<file path="src/rtl/clkdiv_ctrl.sv">
// clkdiv_ctrl: NCH independent programmable clock dividers. New settings are shadowed and only
// take effect on a terminal count, an idle slot, or a global start pulse.
module clkdiv_ctrl #(
    parameter int unsigned NCH = 4,
    parameter int unsigned W   = 16
) (
    input  logic                                   iclk,
    input  logic                                   rst,
    input  logic                                   cfg_valid,
    output logic                                   cfg_ready,
    input  logic [(NCH > 1 ? $clog2(NCH) : 1)-1:0] cfg_ch,
    input  logic [W-1:0]                           cfg_div,
    input  logic                                   cfg_en,
    input  logic                                   start,
    output logic [NCH-1:0]                         oclk,
    output logic [NCH-1:0]                         tick
);

    localparam int unsigned CW = (NCH > 1) ? $clog2(NCH) : 1;

    // Per-channel state
    logic [NCH-1:0][W-1:0] r_act_div, w_act_div_d;
    logic [NCH-1:0]        r_act_en,  w_act_en_d;
    logic [NCH-1:0][W-1:0] r_cnt,     w_cnt_d;
    logic [NCH-1:0]        r_oclk,    w_oclk_d;
    logic [NCH-1:0]        r_tick,    w_tick_d;
    logic [NCH-1:0]        r_pend,    w_pend_d;
    logic [NCH-1:0][W-1:0] r_sh_div,  w_sh_div_d;
    logic [NCH-1:0]        r_sh_en,   w_sh_en_d;

    logic [NCH-1:0]        w_run;
    logic [NCH-1:0]        w_tc;
    logic [NCH-1:0]        w_sh_run;
    logic [(1<<CW)-1:0]    w_pend_pad;
    logic                  w_accept;

    // Unused channel indices read as busy so stray writes are never accepted.
    always_comb begin
        w_pend_pad            = '1;
        w_pend_pad[NCH-1:0]   = r_pend;
    end

    assign cfg_ready = ~w_pend_pad[cfg_ch];
    assign w_accept  = cfg_valid && cfg_ready;

    always_comb begin
        w_run    = '0;
        w_tc     = '0;
        w_sh_run = '0;
        for (int i = 0; i < NCH; i++) begin
            w_run[i]    = r_act_en[i] && (r_act_div[i] != '0);
            w_tc[i]     = w_run[i] && (r_cnt[i] == (r_act_div[i] - W'(1)));
            w_sh_run[i] = r_sh_en[i] && (r_sh_div[i] != '0);
        end
    end

    always_comb begin
        w_act_div_d = r_act_div;
        w_act_en_d  = r_act_en;
        w_cnt_d     = r_cnt;
        w_oclk_d    = r_oclk;
        w_tick_d    = '0;
        w_pend_d    = r_pend;
        w_sh_div_d  = r_sh_div;
        w_sh_en_d   = r_sh_en;

        for (int i = 0; i < NCH; i++) begin
            if (start) begin
                if (r_pend[i]) begin
                    w_act_div_d[i] = r_sh_div[i];
                    w_act_en_d[i]  = r_sh_en[i];
                    w_pend_d[i]    = 1'b0;
                end
                w_cnt_d[i]  = '0;
                w_oclk_d[i] = 1'b0;
            end else if (r_pend[i] && !w_run[i]) begin
                // Idle channel: nothing to keep glitch-free, so load immediately.
                w_act_div_d[i] = r_sh_div[i];
                w_act_en_d[i]  = r_sh_en[i];
                w_pend_d[i]    = 1'b0;
                w_cnt_d[i]     = '0;
                w_oclk_d[i]    = 1'b0;
            end else if (w_tc[i]) begin
                w_cnt_d[i] = '0;
                if (r_pend[i]) begin
                    w_act_div_d[i] = r_sh_div[i];
                    w_act_en_d[i]  = r_sh_en[i];
                    w_pend_d[i]    = 1'b0;
                    if (w_sh_run[i]) begin
                        w_oclk_d[i] = ~r_oclk[i];
                        w_tick_d[i] = 1'b1;
                    end else begin
                        w_oclk_d[i] = 1'b0;
                    end
                end else begin
                    w_oclk_d[i] = ~r_oclk[i];
                    w_tick_d[i] = 1'b1;
                end
            end else if (w_run[i]) begin
                w_cnt_d[i] = r_cnt[i] + W'(1);
            end else begin
                w_cnt_d[i]  = '0;
                w_oclk_d[i] = 1'b0;
            end

            // Accepted writes only land on channels with no pending config, so the
            // shadow read above is never the one being overwritten here.
            if (w_accept && (cfg_ch == CW'(i))) begin
                w_sh_div_d[i] = cfg_div;
                w_sh_en_d[i]  = cfg_en;
                w_pend_d[i]   = 1'b1;
            end
        end
    end

    always_ff @(posedge iclk) begin
        if (!rst) begin
            r_act_div <= '0;
            r_act_en  <= '0;
            r_cnt     <= '0;
            r_oclk    <= '0;
            r_tick    <= '0;
            r_pend    <= '0;
            r_sh_div  <= '0;
            r_sh_en   <= '0;
        end else begin
            r_act_div <= w_act_div_d;
            r_act_en  <= w_act_en_d;
            r_cnt     <= w_cnt_d;
            r_oclk    <= w_oclk_d;
            r_tick    <= w_tick_d;
            r_pend    <= w_pend_d;
            r_sh_div  <= w_sh_div_d;
            r_sh_en   <= w_sh_en_d;
        end
    end

    assign oclk = r_oclk;
    assign tick = r_tick;

endmodule

</file>
<file path="config.mk">
export PLATFORM = sky130hd
export DESIGN_NAME = clkdiv_ctrl
export DESIGN_NICKNAME = d
export VERILOG_FILES = /design/src/rtl/clkdiv_ctrl.sv
export SDC_FILE = /design/constraint.sdc
export NUM_CORES = 1
export LEC_CHECK = 0
export BUFFER_PORTS_ARGS = -buffer_cell sky130_fd_sc_hd__buf_2
export CAP_MARGIN = 40
export CORE_ASPECT_RATIO = 0.6
export CORE_MARGIN = 3
export CORE_UTILIZATION = 55
export CTS_CLUSTER_DIAMETER = 150
export DETAILED_ROUTE_END_ITERATION = 8
export GPL_TIMING_DRIVEN = 0
export HOLD_SLACK_MARGIN = 0.08
export PLACE_DENSITY = 0.74
export SETUP_SLACK_MARGIN = 0.2
export SYNTH_ARGS = -nofsm -noshare
export SYNTH_HDL_FRONTEND = slang
export SYNTH_SLANG_ARGS = --single-unit
</file>
<file path="constraint.sdc">
create_clock -name iclk -period 3.09 [get_ports iclk]
set_clock_uncertainty 0.05 [all_clocks]
set_input_delay 0.4635 -clock iclk [delete_from_list [all_inputs] [get_ports iclk]]
set_output_delay 0.4635 -clock iclk [all_outputs]
set_load 0.05 [all_outputs]
</file>
==> results of run 1 <==
## routing by layer
metal	routed length [µm]	global-route usage	up-vias
met1	15700	0.438	5226
met5	0	0	-
met3	3310	0.0699	59
met2	12900	0.378	462
li1	-	-	5237
met4	698	0.0605	0
## critical path, delay by kind of cell, from the launching register on
family	cells	cell delay, ns
AND/OR/NAND/NOR	4	1.30
AO/OA/AOI/OAI	2	0.41
buffers and inverters	3	0.40
flip-flops	1	0.36
multiplexers	1	0.21
adder cells (fa/ha/maj)	1	0.13
## stage by stage
step                worst slack [ns]  TNS, ns   util  area [µm²]
CTS                            0.127        0  0.654       13200
global route                  0.0568        0  0.673       13600
global placement              -0.492   -20.82  0.591       12000
detailed placement            -0.383   -17.00  0.593       12000
floorplan                      0.218        0      -       11500
finish                         0.138        0  0.673       13600
## logic make-up after synthesis
kind of cell,after synthesis,share of synthesized area
buf+inv,121,0.0429
flops,212,0.371
fa+ha+maj,8,0.00874
simple gates,645,0.273
mux,44,0.0389
xor+xnor,130,0.0994
compound gates,250,0.166
## timing repair
| item | in CTS | in global routing |
|---|---|---|
| pin swaps | 18 | 20 |
| resized for setup | 79 | 68 |
| setup buffers | 20 | 16 |
| setup endpoints to repair | 134 | 123 |
| cloned | 1 | 2 |
| hold buffers | 0 | 0 |
## area by class of cell
type,instances,share of cell area
timing repair buffer,72,0.0386
inverter,27,0.00764
clock inverter,5,0.00920
tap,273,0.0251
clock buffer,33,0.0495
buffer,93,0.0372
sequential,212,0.313
multi-input combinational,1077,0.520
## worst max-delay path by stage
stage           endpoint  slack (ns)      start
5_1_grt        flip-flop        0.06  flip-flop
3_3_place_gp   r_cnt[14]       -0.49  flip-flop
3_5_place_dp   r_cnt[27]       -0.38  flip-flop
4_1_cts          oclk[3]        0.13  flip-flop
2_1_floorplan  flip-flop        0.22  flip-flop
6_report       flip-flop        0.14  flip-flop
## synthesized netlist by cell type (all sizes together) (5+ instances only)
library cell and number:
nand3 92, a21boi 75, and3 57, a32oi 32, a31oi 8, xnor2 61, o21a 6, a211oi 7
o2111ai 21, clkbuf 74, nand4 23, or3 6, dfxtp 212, a21oi 22, inv 25, or4 6
o41ai 6, xor2 69, nor3b 5, nor4 29, nor3 46, buf 20, mux2i 40, and2 7
nor2b 7, or2 7, o21ai 23, nor2 92, ha 8, o311ai 17, nand2 250
## power by group through the flow
stage	clock network (µW)	logic (µW)	registers (µW)
after floorplan	0	195	2850
after global placement	0	297	2860
after detailed placement	0	305	2860
after CTS	2980	320	2790
after global routing	3090	375	2800
final	2950	347	2800
==> flow_summary.ini, run 1 <==
[cells_and_area]
layout.cells.most_common = nand2_1
layout.nets = 1536
area_growth_pct = 18.8
multiInputGateArea_um2 = 7070
storage_element_area_um2 = 4260
final_layout_size_suffix_gt1_frac = 0.147
nFillCells = 1674
leading_cell_types_in_the_layout_fill_and_taps_excluded = nand2_1, dfxtp_1, nand3_1
instances_no_fill = 1792
n_antenna_cell = 0

[cts]
clkLatencyLatePin_ns = 0.51
cts_tree = done
clkSinkCount = 212
clk_pin_slew_worst_paths_ns = 0.06
clock_tree.htree_level_count = 1
clock_path_buffers = 3
root_buffer = clkbuf_16
number_of_cts_inserted_buffers = 22

[timing]
report.final.slew_viol_count = 0
hold_viol_final = 0
holdWs_ns = 0.242
layout_worst_path_cycle_share = 0.955
setup_viol_count_final = 0
clock_period_minus_worst_slack_ns = 2.95
timing.fmax_mhz = 339
rsz0062_at_grt = true
tightest_slew_ns = 0.796
slew_headroom = 0.465

[detailed_routing]
drc = 0
dr.first_iter.drc_count = 997
drt-wirelength-per-cell_um = 18.2
vias = 11000
totalWireLength_um = 32700
vias_per_cell = 6.13
drt_pre_antenna_iters = 5
detail-route-antenna-nets = 0

[worst_setup_path]
startpoint_type = flip-flop
worstRegToRegCells = 11
regToRegSetupSlack_ns = 0.14
critPathRequiredTime_ns = 3.47
critical_path_fanout_max = 6
critical-path-max-stage-delay_ns = 0.49
slowest_stage = or4b_4
worstSetupPathType = reg -> reg
endpoint_kind = flip-flop
worstPathCellList = inv_4 -> ha_4 -> or4b_4 -> buf_6 -> or4b_4 -> o211a_4 -> nor3_4 -> nand4b_4 -> o22ai_4 -> buf_6 -> mux2i_1
arrival_ns = 3.33

[logic_synthesis]
synth.yosys.seq_area_share = 0.371
postSynthNetCount = 1441
postSynthRegisterBits = 212
synth-main-ff-cell = dfxtp_1
yosys-top-cells-area = dfxtp_1, nand2_1, xor2_1, a21boi_0, xnor2_1
synth_edf_count = 0
post_synth.cell_area_avg_um2 = 8.12
ys.warnings.count = 0
asyncSetResetFlopFracSynth = 0
syn_inst = 1410
synth_cell_types = 75
synth_area_leader_cell = dfxtp_1
mappedNetlistArea_um2 = 11400
post-synth-top-area-fraction = 0.371

[grt]
number_of_antenna_violations_at_the_first_check_in_global_routing = 1
gr-total-overflow = 0
grt_start_max_net_pins = 14
global_route.usage.total = 0.279
global_route_wire_length_before_repair_um = 52000
first_global_vias = 10200

[power]
leakagePower_uw = 0.00505
power.share.sequential = 0.459
switching_share = 0.226
p_clk_frac = 0.484
power_density_nw_per_um2 = 448
power.ir.vdd_worst_v = 0.000542
p_comb_frac = 0.057
power.switching_uw = 1380
overall_power_consumption_uw = 6090
p_int_uw = 4710

[floorplan]
design.die.area_um2 = 22600
floorplan.initialDensity = 0.566
core_um2 = 20200
floorplan_die_width_um = 192
boundaryPins = 32
dieHeight_um = 118
std_cell_rows = 40

[placement]
dpl.cell_count = 1716
post-dp-hpwl_um = 22900
port_buffers = 29
gp_congestion = 0.903

[hold_path]
whs_path_depth = 3
holdCritPathClass = in -> reg
hold_start = cfg_div[14]
whs_endpoint = r_sh_div[62]

[job]
maxCapViolCount = 0

[run_status]
status = finished, final reports clean
Power figures use the tool's default switching activity.
==> run 2, diff against run 1 <==
--- a/config.mk
+++ b/config.mk
@@ -12,7 +12,6 @@
 export CORE_UTILIZATION = 55
 export CTS_CLUSTER_DIAMETER = 150
 export DETAILED_ROUTE_END_ITERATION = 8
-export GPL_TIMING_DRIVEN = 0
 export HOLD_SLACK_MARGIN = 0.08
 export PLACE_DENSITY = 0.74
 export SETUP_SLACK_MARGIN = 0.2
==> run 2 against run 1 <==
Effect of this change: via count decreased by 5.9%; global-route usage decreased by 3.1 points; die area unchanged; hold slack got worse by 0.0045 ns; critical path type unchanged; highest routed layer unchanged.
==> flow_summary.ini, run 2 (synthesis gave the netlist of run 1 again) <==
[detailed_routing]
vias = 10300
drt-wirelength-per-cell_um = 16.9
vias_per_cell = 6.04
detail-route-antenna-nets = 0
dr.first_iter.drc_count = 717
drc = 0
totalWireLength_um = 29000
drt_pre_antenna_iters = 7

[cells_and_area]
layout.nets = 1453
nFillCells = 1735
layout.cells.most_common = nand2_1
leading_cell_types_in_the_layout_fill_and_taps_excluded = nand2_1, dfxtp_1, nand3_1
n_antenna_cell = 0
instances_no_fill = 1710
final_layout_size_suffix_gt1_frac = 0.120
area_growth_pct = 12.4

[timing]
slew_headroom = 0.528
setup_viol_count_final = 0
report.final.slew_viol_count = 0
layout_worst_path_cycle_share = 0.896
clock_period_minus_worst_slack_ns = 2.77
tightest_slew_ns = 0.706
timing.fmax_mhz = 361
hold_viol_final = 0
rsz0062_at_grt = true
holdWs_ns = 0.238

[power]
leakagePower_uw = 0.00470
switching_share = 0.232
power.switching_uw = 1320
p_clk_frac = 0.453
p_comb_frac = 0.054
power.share.sequential = 0.493
overall_power_consumption_uw = 5680
power.ir.vdd_worst_v = 0.000443
p_int_uw = 4360
power_density_nw_per_um2 = 441

[cts]
clkLatencyLatePin_ns = 0.50
clkSinkCount = 212
hold_buffers = 0
clock_path_buffers = 3
number_of_cts_inserted_buffers = 21
cts_tree = done
root_buffer = clkbuf_16
clock_tree.htree_level_count = 1
clk_pin_slew_worst_paths_ns = 0.06

[floorplan]
core_um2 = 20200
floorplan.initialDensity = 0.566
design.die.area_um2 = 22600
std_cell_rows = 40
boundaryPins = 32
dieHeight_um = 118
floorplan_die_width_um = 192

[worst_setup_path]
startpoint_type = flip-flop
slowest_stage = or4_4
arrival_ns = 3.16
critPathBufInv = 1
endpoint_kind = flip-flop
critical-path-max-stage-delay_ns = 0.52
worstSetupPathType = reg -> reg
critical-path-top-delay-family = simple AND/OR/NAND/NOR gates
critical_path_fanout_max = 5
critPathRequiredTime_ns = 3.48
critical_path.most_common_cell = or4b_4
worstPathCellList = inv_2 -> ha_4 -> or4b_4 -> or4b_4 -> o211a_4 -> nor3_4 -> nand4b_4 -> or4_4 -> a21oi_2

[run_status]
status = finished, final reports clean

[grt]
global_route_wire_length_before_repair_um = 47200
gr-total-overflow = 0
number_of_antenna_violations_at_the_first_check_in_global_routing = 0
global_route.usage.total = 0.248
grt_start_max_net_pins = 121
first_global_vias = 9306

[hold_path]
holdCritPathClass = in -> reg

[placement]
post-dp-hpwl_um = 20300
port_buffers = 31
dpl.cell_count = 1662
gp_congestion = 0.929

[job]
maxCapViolCount = 0
[run 2: changes by cell type in the layout (fill, tap and decap cells not counted), sizes merged]
| cell | change |
|---|---|
| bufinv | -3 |
| clkinv | +4 |
| buf | -10 |
| inv | +1 |
| clkbuf | -73 |
| clkdlybuf4s18 | -1 |
[run 2: through the flow]
stage	worst slack, ns	setup TNS [ns]	util	area (µm²)
global route	0.153	0	0.636	12900
CTS	0.204	0	0.629	12700
detailed placement	-0.0532	-0.499	0.590	11900
finish	0.320	0	0.636	12900
global placement	0.0816	0	0.589	11900
floorplan	0.218	0	-	11500
[run 2: layout make-up]
| cell class | count | area [µm²] | share of cell area |
|---|---|---|---|
| Inverter | 27 | 101 | 0.00788 |
| Timing Repair Buffer | 83 | 597 | 0.0464 |
| Tap cell | 273 | 342 | 0.0265 |
| Sequential cell | 212 | 4250 | 0.330 |
| Multi-Input combinational cell | 1077 | 6890 | 0.535 |
| Clock inverter | 7 | 67.6 | 0.00525 |
| Clock buffer | 31 | 623 | 0.0484 |
[run 2: path summary, 6_finish.rpt]
path / from / endpoint / slack, ns / cells after the start
max: flip-flop / oclk[3] / 0.32 / 9
min: cfg_div[1] / r_sh_div[33] / 0.24 / 3
max reg2reg: flip-flop / oclk[3] / 0.32 / 9
min reg2reg: oclk[1] / oclk[1] / 0.41 / 1
[run 2: worst min-delay path: cells and delay by family]
family                 cells  cell delay [ns]
AND/OR/NAND/NOR            1             0.06
AO/OA/AOI/OAI              1             0.06
buffers and inverters      1             0.15
[run 2: repair_timing]
action	4_1_cts	5_1_grt
pin swaps	9	9
gates resized for setup	14	22
endpoints found under the setup margin	62	136
buffers inserted	5	5
[run 2: metal layers]
| metal | track usage | up-vias | wire, µm |
|---|---|---|---|
| li1 | - | 5067 | - |
| met1 | 0.400 | 4908 | 14600 |
| met2 | 0.339 | 330 | 11500 |
| met3 | 0.0497 | 27 | 2380 |
| met4 | 0.0423 | 0 | 396 |
| met5 | 0 | - | 0 |
[run 2: power by group through the flow]
stage          logic [µW]  clock network (µW)  registers [µW]
5_1_grt               332                2730            2800
3_5_place_dp          288                   0            2860
2_1_floorplan         195                   0            2850
6_report              305                2570            2800
4_1_cts               292                2620            2800
3_3_place_gp          282                   0            2860
